[src/rtl/rtable_arb.sv]
// Two-requester round-robin front end for the reward table: grants one lookup at a
// time, drives the table address/read strobe, captures the reward word and returns it.
module rtable_arb #(
    parameter int ADDR_WIDTH = 9,
    parameter int DATA_WIDTH = 32
) (
    input  logic                  i_clk,
    input  logic                  i_rst_n,
    input  logic                  i_req0_valid,
    input  logic [ADDR_WIDTH-1:0] i_req0_addr,
    output logic                  o_req0_ready,
    input  logic                  i_req1_valid,
    input  logic [ADDR_WIDTH-1:0] i_req1_addr,
    output logic                  o_req1_ready,
    output logic                  o_rsp0_valid,
    output logic                  o_rsp1_valid,
    input  logic                  i_rsp0_ready,
    input  logic                  i_rsp1_ready,
    output logic [DATA_WIDTH-1:0] o_rsp_data,
    output logic [ADDR_WIDTH-1:0] o_tbl_addr,
    output logic                  o_tbl_read,
    input  logic [DATA_WIDTH-1:0] i_tbl_data,
    output logic                  o_busy
);

    typedef enum logic [1:0] {IDLE, ADDR, DATA, RESP} state_t;

    state_t state;
    logic   ptr;
    logic   gnt_id;
    logic   tbl_read_q;
    logic   rsp0_q;
    logic   rsp1_q;
    logic   busy_q;
    logic   gnt0;
    logic   gnt1;
    logic   rsp_done;

    // ptr names the requester that wins a tie; a lone requester always wins
    always_comb begin
        gnt0 = (state == IDLE) && i_rst_n && i_req0_valid && (!i_req1_valid || !ptr);
        gnt1 = (state == IDLE) && i_rst_n && i_req1_valid && (!i_req0_valid || ptr);
        rsp_done = gnt_id ? i_rsp1_ready : i_rsp0_ready;
    end

    assign o_req0_ready = gnt0;
    assign o_req1_ready = gnt1;

    // Status flags are masked while reset is held so an aborted lookup never shows a response
    assign o_tbl_read   = tbl_read_q & i_rst_n;
    assign o_rsp0_valid = rsp0_q & i_rst_n;
    assign o_rsp1_valid = rsp1_q & i_rst_n;
    assign o_busy       = busy_q & i_rst_n;

    always_ff @(posedge i_clk) begin
        if (!i_rst_n) begin
            state      <= IDLE;
            ptr        <= 1'b0;
            gnt_id     <= 1'b0;
            o_tbl_addr <= '0;
            o_rsp_data <= '0;
            tbl_read_q <= 1'b0;
            rsp0_q     <= 1'b0;
            rsp1_q     <= 1'b0;
            busy_q     <= 1'b0;
        end else begin
            case (state)
                IDLE: begin
                    if (gnt0 || gnt1) begin
                        state      <= ADDR;
                        gnt_id     <= gnt1;
                        ptr        <= gnt0;
                        o_tbl_addr <= gnt1 ? i_req1_addr : i_req0_addr;
                        tbl_read_q <= 1'b1;
                        busy_q     <= 1'b1;
                    end
                end
                ADDR: begin
                    state      <= DATA;
                    tbl_read_q <= 1'b0;
                end
                DATA: begin
                    state      <= RESP;
                    o_rsp_data <= i_tbl_data;
                    rsp0_q     <= !gnt_id;
                    rsp1_q     <= gnt_id;
                end
                RESP: begin
                    if (rsp_done) begin
                        state  <= IDLE;
                        rsp0_q <= 1'b0;
                        rsp1_q <= 1'b0;
                        busy_q <= 1'b0;
                    end
                end
                default: begin
                    state <= IDLE;
                end
            endcase
        end
    end

endmodule

[config.mk]
export PLATFORM = sky130hd
export DESIGN_NAME = rtable_arb
export DESIGN_NICKNAME = d
export VERILOG_FILES = /design/src/rtl/rtable_arb.sv
export SDC_FILE = /design/constraint.sdc
export NUM_CORES = 1
export LEC_CHECK = 0
export ABC_AREA = 1
export BUFFER_PORTS_ARGS = -buffer_cell sky130_fd_sc_hd__buf_2
export CORE_UTILIZATION = 49
export CTS_CLUSTER_DIAMETER = 200
export DETAILED_ROUTE_END_ITERATION = 8
export PLACE_DENSITY = 0.84
export SLEW_MARGIN = 20
export SYNTH_ARGS = -nofsm -noshare
export SYNTH_HDL_FRONTEND = slang
export SYNTH_SLANG_ARGS = --single-unit
[constraint.sdc]
create_clock -name i_clk -period 2.5 [get_ports i_clk]
set_clock_uncertainty 0.15 [all_clocks]
set_input_delay 0.25 -clock i_clk [delete_from_list [all_inputs] [get_ports i_clk]]
set_output_delay 0.25 -clock i_clk [all_outputs]
set_load 0.1 [all_outputs]
Word-level counts from Yosys, hierarchy flattened
Cells that the tools add are included.
{ "totals": {"register_bits": 49, "inputBits": 56, "output_inout_bits": 47, "elab_cells": 50} }
{ "op_classes": {"eq_ne": 5, "bitwise_logic": 4, "reduce_logical": 21, "mux": 11} }
{ "ops": {"columns": ["cell", "n"], "rows": [
  ["9-bit two-way mux", 1],
  ["1-bit one-hot mux with 2 select lines", 4],
  ["2-bit one-hot mux with 4 select lines", 1],
  ["2-bit AND reduction", 4],
  ["2-bit nonzero test", 3],
  ["1-bit logical AND", 5],
  ["1-bit bitwise AND", 4],
  ["2-bit == test (second input constant)", 2],
  ["1-bit logical NOT", 4],
  ["2-bit two-way mux", 2],
  ["1-bit logical OR", 3],
  ["1-bit two-way mux", 3],
  ["3-bit AND reduction", 1],
  ["2-bit by 1-bit == test with 1-bit output (second input constant)", 1],
  ["2-bit logical NOT", 1],
  ["2-bit by 1-bit inequality test with 1-bit output (second input constant)", 1],
  ["2-bit inequality test (second input constant)", 1]
]} }

Longest topological paths before layout
Gate-level depths: netlist (run 1).
{ "logic_depth": {"ltp_word": 7, "mapped_depth": 10, "mapped_depth_nobuf": 9} }

Worst setup path before layout (run 1)
OpenSTA, ideal clock, no wires.
{ "synth_timing": {"path_kind": "reg2out", "from": "register state[0]", "to": "output port o_req1_ready", "n_path_buf": 1, "t_arrival_ns": 1.608, "required_time_ns": 2.100, "path_slack_ns": 0.492, "path_stages_with_launch": 8, "path_cell_list": "dfxtp_1 inv_1 ha_1 nand2_2 nor2_4 nand2_2 buf_6 inv_1"} }
{ "synth_via": {"elab_chain_len": 4} }
{ "synth_lines": {"columns": ["element", "line_no", "text"], "rows": [
  ["start, declared", "28", "state_t state;"],
  ["start signal, assigned", "57", "state <= IDLE;"],
  ["start signal, assigned", "70", "state <= ADDR;"],
  ["start signal, assigned", "79", "state <= DATA;"],
  ["2-bit logical NOT", "42", "gnt1 = (state == IDLE) && i_rst_n && i_req1_valid && (!i_req0_valid || ptr);"],
  ["1-bit logical AND (3 in series)", "42", null],
  ["end, declared", "14", "output logic o_req1_ready,"]
]} }
No other way between the ends.

Worst setup path in the final report (run 1)
{ "layout_timing": {"from": "register state[1]", "to": "output port o_req1_ready"} }
The elaborated chain is that of the path after synthesis.

==> flow_summary.json, run 1 <==
{
  "status": "finished, final reports clean",
  "yosys.cell_types.count": 22,
  "row_count": 23,
  "cts_setup_buffers": 0,
  "path_max_fanout": 11,
  "dp_hpwl_um": 3440,
  "drc": 0,
  "grt_pass1_vias": 1755,
  "place_congestion": 0.723,
  "ys_seq_area_frac": 0.463,
  "synthCells": 288,
  "drive_above_1_share": 0.321,
  "design.core.area_mm2": 0.00409,
  "wl_per_cell_um": 10.9,
  "startpoint_type": "flop",
  "ant_nets": 0,
  "arrival_ns": 1.85,
  "synth_edf_count": 0,
  "most-common-layout-cells": "buf_2 (101), nor2_1 (69), dfxtp_1 (49)",
  "fin_hold_ws_ns": 0.0168,
  "min_period_ns": 2.25,
  "required_ns": 2.10,
  "final.period_utilization": 0.902,
  "antenna_cells": 0,
  "insertion_delay_ns": 0.30,
  "max-slew-margin-rel": 0.644,
  "antenna_found_initial": 0,
  "maxCapViolCount": 0,
  "grt_usage": 0.215,
  "clk_pin_slew_ns": 0.09,
  "hold_viol_final": 0,
  "cp-end-kind": "output pin",
  "synth_top_family_by_area": "simple AND/OR/NAND/NOR gates",
  "syn2layout_area_growth_pct": 28.4,
  "die_h_um": 67.8,
  "die_w_um": 67.8,
  "synth-xor-area-share": 0,
  "ys_ff_latch": 49,
  "hold_buffers": 0,
  "async_reset_ff_frac": 0,
  "timing.fmax_mhz": 444,
  "die_area_mm2": 0.00459,
  "ys_warn_count": 0,
  "synthFlopType": "dfxtp_1",
  "cts.sinks": 49,
  "cts.repair.resized": 0,
  "first_iter_violations": 72,
  "hold_path.class": "in -> reg",
  "h-tree-depth": 2,
  "viasPerCell": 4.76,
  "clockBufferDepth": 2,
  "synth_nets": 349,
  "synth-compound-area-share": 0.122,
  "critPathKind": "reg -> out",
  "clockRootBuffer": "clkbuf_8",
  "tightestPinTransition_ns": 0.533,
  "initial_core_util": 0.518,
  "dr.pass1.iters": 4,
  "synth_mux_area_frac": 0,
  "rsz0062_at_grt": "no",
  "cts_tree": "built",
  "yosys.area_share.adder": 0.0295,
  "overflow": 0,
  "grt_pass1_wl_um": 7350,
  "final-max-slew-violation-count": 0,
  "setup_viol": 0,
  "yosys.area_share.simple": 0.272,
  "nNetsFinal": 444,
  "grt_max_degree": 33,
  "vias": 2059,
  "layout_commonest_cell": "buf_2",
  "fillCellCount": 370,
  "synth_area_mm2": 0.00212,
  "fin_tns_setup_ns": 0,
  "ios": 103,
  "totalWireLength_um": 4740,
  "numCtsBuffers": 5,
  "portBuffers": 102,
  "utilization": 0.665,
  "avgSynthCellArea_um2": 7.36
}
-- registers in the layout, indices dropped and copies added (netlist names) --
register,cells
rsp1_q,1
o_tbl_addr,9
ptr,1
rsp0_q,1
tbl_read_q,1
busy_q,1
state,2
gnt_id,1
o_rsp_data,32
-- logic make-up (layout without fill, tap and decap cells) --
group,Yosys count,in the layout
flops,49,49
compound gates,50,50
fa+ha+maj,5,5
buf+inv,51,146
simple gates,133,133
-- Yosys cell counts (3+ instances only) --
library cell | count | area, µm²
dfxtp_1 | 49 | 981
ha_1 | 5 | 62.6
a21oi_1 | 3 | 15.0
nor2_1 | 69 | 259
nand3_1 | 22 | 110
nand2_2 | 5 | 31.3
o21ai_0 | 29 | 145
clkinv_1 | 5 | 18.8
buf_6 | 5 | 56.3
buf_2 | 7 | 35.0
o21ai_1 | 15 | 75.1
clkbuf_1 | 4 | 15.0
nand2_1 | 32 | 120
inv_1 | 27 | 101
-- metrics by stage --
stage	area (µm²)	cells	setup slack [ns]
3_5_place_dp	2620	426	0.581
6_report	2720	433	0.246
5_1_grt	2720	433	0.113
2_1_floorplan	2120	288	0.492
3_3_place_gp	2620	426	0.658
4_1_cts	2720	433	0.244
-- path summary, 6_finish.rpt --
path / start / to / slack (ns) / depth (start not counted)
worst max-delay path: state[1] / o_req1_ready / 0.25 / 7
worst min-delay path: i_tbl_data[26] / o_rsp_data[26] / 0.02 / 3
worst max register to register: state[1] / o_tbl_addr[0] / 0.71 / 9
worst min register to register: o_rsp_data[26] / o_rsp_data[26] / 0.34 / 2
-- critical path: stages, from the launching register on --
cell and delay [ns]:
dfxtp_1 0.35, inv_1 0.12, ha_1 0.27, nand2_2 0.10
nor2_4 0.21, nand2_2 0.19, inv_1 0.14, buf_12 0.18
-- final cells by class --
class                      instances  area [µm²]  area share
sequential                        49         981       0.361
multi-input combinational        188         896       0.329
timing repair buffer             105         548       0.202
inverter                          34         128      0.0469
clock buffer                       5        68.8      0.0253
tap                               50        62.6      0.0230
clock inverter                     2        35.0      0.0129
-- per-layer routing --
metal / wire length, µm / vias to the layer above / GRT usage
li1: - / 1088 / -
met1: 2030 / 874 / 0.228
met2: 2150 / 90 / 0.380
met3: 485 / 7 / 0.0845
met4: 67 / 0 / 0.0824
met5: 0 / - / 0
Power of run 1 is not shown: default switching activity piles up to over one toggle a cycle in this logic, so the estimate is an artifact.
==> inputs of run 2 (changes only) <==
--- a/config.mk
+++ b/config.mk
@@ -7,10 +7,11 @@
 export LEC_CHECK = 0
 export ABC_AREA = 1
 export BUFFER_PORTS_ARGS = -buffer_cell sky130_fd_sc_hd__buf_2
-export CORE_UTILIZATION = 49
+export CORE_UTILIZATION = 51
+export CTS_BUF_LIST = sky130_fd_sc_hd__clkbuf_8
 export CTS_CLUSTER_DIAMETER = 200
 export DETAILED_ROUTE_END_ITERATION = 8
-export PLACE_DENSITY = 0.84
+export PLACE_DENSITY = 0.87
 export SLEW_MARGIN = 20
 export SYNTH_ARGS = -nofsm -noshare
 export SYNTH_HDL_FRONTEND = slang
==> run 2 against run 1 <==
  * Critical path depth unchanged
  * Hold slack about the same
  * Count of clock-buffer cells in the layout unchanged
==> flow_summary.json, run 2 (synthesis results as in run 1) <==
{
  "hold_buffers": 0,
  "grt_pass1_wl_um": 7660,
  "arrival_ns": 1.87,
  "h-tree-depth": 2,
  "crit_slowest_cell": "dfxtp_1",
  "timing.fmax_mhz": 440,
  "tightestPinTransition_ns": 0.557,
  "place_inst": 426,
  "grt_pass1_vias": 1865,
  "layoutNonFillerInstCount": 434,
  "rsz0062_at_grt": "no",
  "hold_start": "i_tbl_data[26]",
  "final.period_utilization": 0.908,
  "place_congestion": 0.738,
  "fillCellCount": 353,
  "viasPerCell": 4.95,
  "antenna_cells": 0,
  "timing.rr.end": "o_rsp_data[21]",
  "fin_tns_setup_ns": 0,
  "dr.pass1.iters": 4,
  "min_path_cells": 3,
  "largest_reg_flops": 32,
  "row_count": 23,
  "cp-end-kind": "output pin",
  "reg2reg_slack_ns": 0.63,
  "die_area_mm2": 0.00441,
  "cts.repair.resized": 0,
  "top_regs": "o_rsp_data: 32 flops, o_tbl_addr: 9 flops, state: 2 flops",
  "grt_max_degree": 33,
  "cts.sinks": 49,
  "hold_path.class": "in -> reg",
  "most-common-layout-cells": "buf_2 (101), nor2_1 (69), dfxtp_1 (49)",
  "layout_commonest_cell": "buf_2",
  "design.core.area_mm2": 0.00400,
  "clockBufferDepth": 2,
  "overflow": 0,
  "drive_above_1_share": 0.323,
  "path_max_fanout": 11,
  "clk_pin_slew_ns": 0.09,
  "portBuffers": 102,
  "wl_per_cell_um": 11.3,
  "min_period_ns": 2.27,
  "final-max-slew-violation-count": 0,
  "path_cells": "inv_1, ha_1, nand2_2, nor2_4, nand2_2, inv_1, buf_12",
  "reg2reg_from": "state[0]",
  "crit_buf_inv": 3,
  "ant_nets": 0,
  "antenna_found_initial": 0,
  "numCtsBuffers": 5,
  "max_stage_delay_ns": 0.35,
  "syn2layout_area_growth_pct": 29.8,
  "cts_setup_buffers": 0,
  "r2r_cells": 5,
  "dp_hpwl_um": 3520,
  "cts_tree": "built",
  "top_register": "o_rsp_data",
  "insertion_delay_ns": 0.30,
  "vias": 2148,
  "startpoint_type": "flop",
  "grt_usage": 0.228,
  "cp_top_family": "simple AND/OR/NAND/NOR gates",
  "first_iter_violations": 86,
  "hold_viol_final": 0,
  "nNetsFinal": 444,
  "hold_end": "o_rsp_data[26]",
  "status": "finished, final reports clean",
  "totalWireLength_um": 4900,
  "initial_core_util": 0.530,
  "utilization": 0.687,
  "clockRootBuffer": "clkbuf_8",
  "required_ns": 2.10,
  "max-slew-margin-rel": 0.628,
  "critPathKind": "reg -> out",
  "drc": 0,
  "maxCapViolCount": 0,
  "die_h_um": 66.4,
  "die_w_um": 66.4,
  "ios": 103,
  "setup_viol": 0
}
## run 2: layout make-up
class | count | area, µm² | share of cell area
clock inverters | 3 | 65.1 | 0.0237
well taps | 50 | 62.6 | 0.0228
flip-flops and latches | 49 | 981 | 0.357
multi-input cells | 188 | 896 | 0.326
inverters | 34 | 128 | 0.0464
repair buffers | 105 | 548 | 0.199
clock buffers | 5 | 68.8 | 0.0250
## run 2: per-layer routing
| metal | vias up | global-route usage | routed length (µm) |
|---|---|---|---|
| li1 | 1090 | - | - |
| met1 | 955 | 0.254 | 2110 |
| met2 | 95 | 0.389 | 2220 |
| met3 | 8 | 0.0862 | 485 |
| met4 | 0 | 0.0904 | 73 |
| met5 | - | 0 | 0 |
## run 2: how the worst max path moves through the flow
stage	start	to	slack, ns	depth (start not counted)
floorplan	state[0]	o_req1_ready	0.49	7
global placement	state[0]	o_req1_ready	0.66	7
detailed placement	state[0]	o_req1_ready	0.55	7
CTS	state[0]	o_req1_ready	0.22	7
global route	state[0]	o_req1_ready	0.12	7
finish	state[0]	o_req1_ready	0.23	7
## run 2: per-stage QoR
stage	setup WS, ns	instance area, µm²	hold WS [ns]
global placement	0.663	2620	0.312
global route	0.118	2750	0.0136
CTS	0.216	2750	0.00767
finish	0.229	2750	0.0168
floorplan	0.492	2120	0.235
detailed placement	0.550	2620	0.325
## run 2: tightest hold or removal path: cells and delay by family
kind	cells	cell delay [ns]
buf+inv	1	0.07
simple gates	2	0.11
Power of run 2 is left out for the same reason.
==> inputs of run 3 (changes only) <==
--- a/config.mk
+++ b/config.mk
@@ -6,12 +6,12 @@
 export NUM_CORES = 1
 export LEC_CHECK = 0
 export ABC_AREA = 1
-export BUFFER_PORTS_ARGS = -buffer_cell sky130_fd_sc_hd__buf_2
-export CORE_UTILIZATION = 51
+export CORE_UTILIZATION = 60
 export CTS_BUF_LIST = sky130_fd_sc_hd__clkbuf_8
 export CTS_CLUSTER_DIAMETER = 200
 export DETAILED_ROUTE_END_ITERATION = 8
-export PLACE_DENSITY = 0.87
+export DONT_BUFFER_PORTS = 1
+export PLACE_DENSITY = 0.76
 export SLEW_MARGIN = 20
 export SYNTH_ARGS = -nofsm -noshare
 export SYNTH_HDL_FRONTEND = slang
==> run 3 against run 2 <==
  * Register-to-register slack about the same
  * Non-clock buffer count down 22
  * Die area down 15%
  * Critical path type unchanged
  * Critical endpoint unchanged
==> flow_summary.json, run 3 (synthesis results as in run 1) <==
{
  "fin_tns_setup_ns": 0,
  "cts_tree": "built",
  "clockRootBuffer": "clkbuf_8",
  "tightestPinTransition_ns": 0.846,
  "startpoint_type": "flop",
  "final_area_mm2": 0.00290,
  "cp-end-kind": "output pin",
  "critPathKind": "reg -> out",
  "wl_per_cell_um": 13.5,
  "totalWireLength_um": 5500,
  "hold_start": "i_req0_addr[2]",
  "place_congestion": 0.715,
  "grt_pass1_wl_um": 7860,
  "dp_hpwl_um": 3170,
  "timing.fmax_mhz": 433,
  "crit_buf_inv": 3,
  "drive_above_1_share": 0.177,
  "routed-wl-met2_um": 2880,
  "reg2reg_slack_ns": 0.64,
  "arrival_ns": 1.91,
  "viasPerCell": 5.15,
  "required_ns": 2.10,
  "grt_usage": 0.289,
  "maxCapViolCount": 0,
  "grt_max_degree": 47,
  "cts.sinks": 49,
  "cp_top_family": "simple AND/OR/NAND/NOR gates",
  "max_stage_delay_ns": 0.35,
  "nNetsFinal": 422,
  "dr.pass1.iters": 4,
  "reg2reg_from": "state[0]",
  "timing.rr.end": "o_tbl_addr[6]",
  "die_area_mm2": 0.00377,
  "fin_hold_ws_ns": 0.0187,
  "hold_end": "o_tbl_addr[2]",
  "antenna_found_initial": 0,
  "status": "finished, final reports clean",
  "layout_commonest_cell": "nor2_1",
  "first_iter_violations": 134,
  "row_count": 21,
  "clockBufferDepth": 2,
  "insertion_delay_ns": 0.30,
  "top_layer": "met4",
  "die_h_um": 61.4,
  "h-tree-depth": 2,
  "placed_cell_area_mm2": 0.00239,
  "min_period_ns": 2.31,
  "layoutNonFillerInstCount": 408,
  "path_cells": "inv_1, ha_1, nand2_2, nor2_4, nand2_2, inv_1, buf_6",
  "routed-wl-met3_um": 416,
  "grt_pass1_vias": 1852,
  "hold_viol_final": 0,
  "cts_setup_buffers": 0,
  "rsz0062_at_grt": "no",
  "overflow": 0,
  "path_max_fanout": 11,
  "wl_met1_um": 2120,
  "crit_slowest_cell": "dfxtp_1",
  "syn2layout_area_growth_pct": 36.7,
  "portBuffers": 0,
  "initial_core_util": 0.630,
  "antenna_cells": 0,
  "setup_viol": 0,
  "ios": 103,
  "hold_path.class": "in -> reg",
  "most-common-layout-cells": "nor2_1 (69), dfxtp_1 (49), buf_4 (43)",
  "largest_reg_flops": 32,
  "ant_nets": 0,
  "place_inst": 361,
  "final.period_utilization": 0.923,
  "max-slew-margin-rel": 0.435,
  "die_w_um": 61.4,
  "drc": 0,
  "top_regs": "o_rsp_data: 32 flops, o_tbl_addr: 9 flops, state: 2 flops",
  "r2r_cells": 8,
  "clk_pin_slew_ns": 0.09,
  "design.core.area_mm2": 0.00336,
  "numCtsBuffers": 5,
  "min_path_cells": 4,
  "final-max-slew-violation-count": 0,
  "vias": 2100,
  "top_register": "o_rsp_data"
}
run 3: layer usage:
layer / track usage / up-vias
met5: 0 / -
met4: 0.146 / 0
met3: 0.0735 / 11
met2: 0.531 / 95
met1: 0.304 / 950
li1: - / 1044
run 3: what timing repair did:
item                                    4_1_cts  5_1_grt
endpoints found under the hold margin        48        0
hold buffers                                 39        0
endpoints found under the setup margin        0        1
resized for setup                             0        1
run 3: worst max-delay path by stage:
| stage | slack (ns) | to | depth (start not counted) | start |
|---|---|---|---|---|
| 2_1_floorplan | 0.49 | o_req1_ready | 7 | state[0] |
| 3_3_place_gp | 0.59 | o_req1_ready | 7 | state[0] |
| 3_5_place_dp | 0.51 | o_req1_ready | 7 | state[0] |
| 4_1_cts | 0.16 | o_req1_ready | 7 | state[0] |
| 5_1_grt | 0.01 | o_req1_ready | 7 | state[0] |
| 6_report | 0.19 | o_req1_ready | 7 | state[0] |
run 3: cell type report:
type,instances,area [µm²]
Timing Repair Buffer,83,734
Multi-Input combinational cell,188,896
Fill cell,200,467
Sequential cell,49,981
Inverter,34,128
Tap cell,46,57.6
Clock inverter,2,17.5
Clock buffer,6,82.6
run 3: tightest hold or removal path: cells and delay by family:
| kind | cells | cell delay, ns |
|---|---|---|
| and+or+nand+nor | 3 | 0.14 |
| buffers and inverters | 1 | 0.04 |
run 3: metrics by stage:
step | setup slack (ns) | utilization
global placement | 0.586 | 0.711
detailed placement | 0.510 | 0.711
floorplan | 0.492 | -
CTS | 0.162 | 0.860
global route | 0.0111 | 0.861
finish | 0.193 | 0.861
Power of run 3 is left out for the same reason.
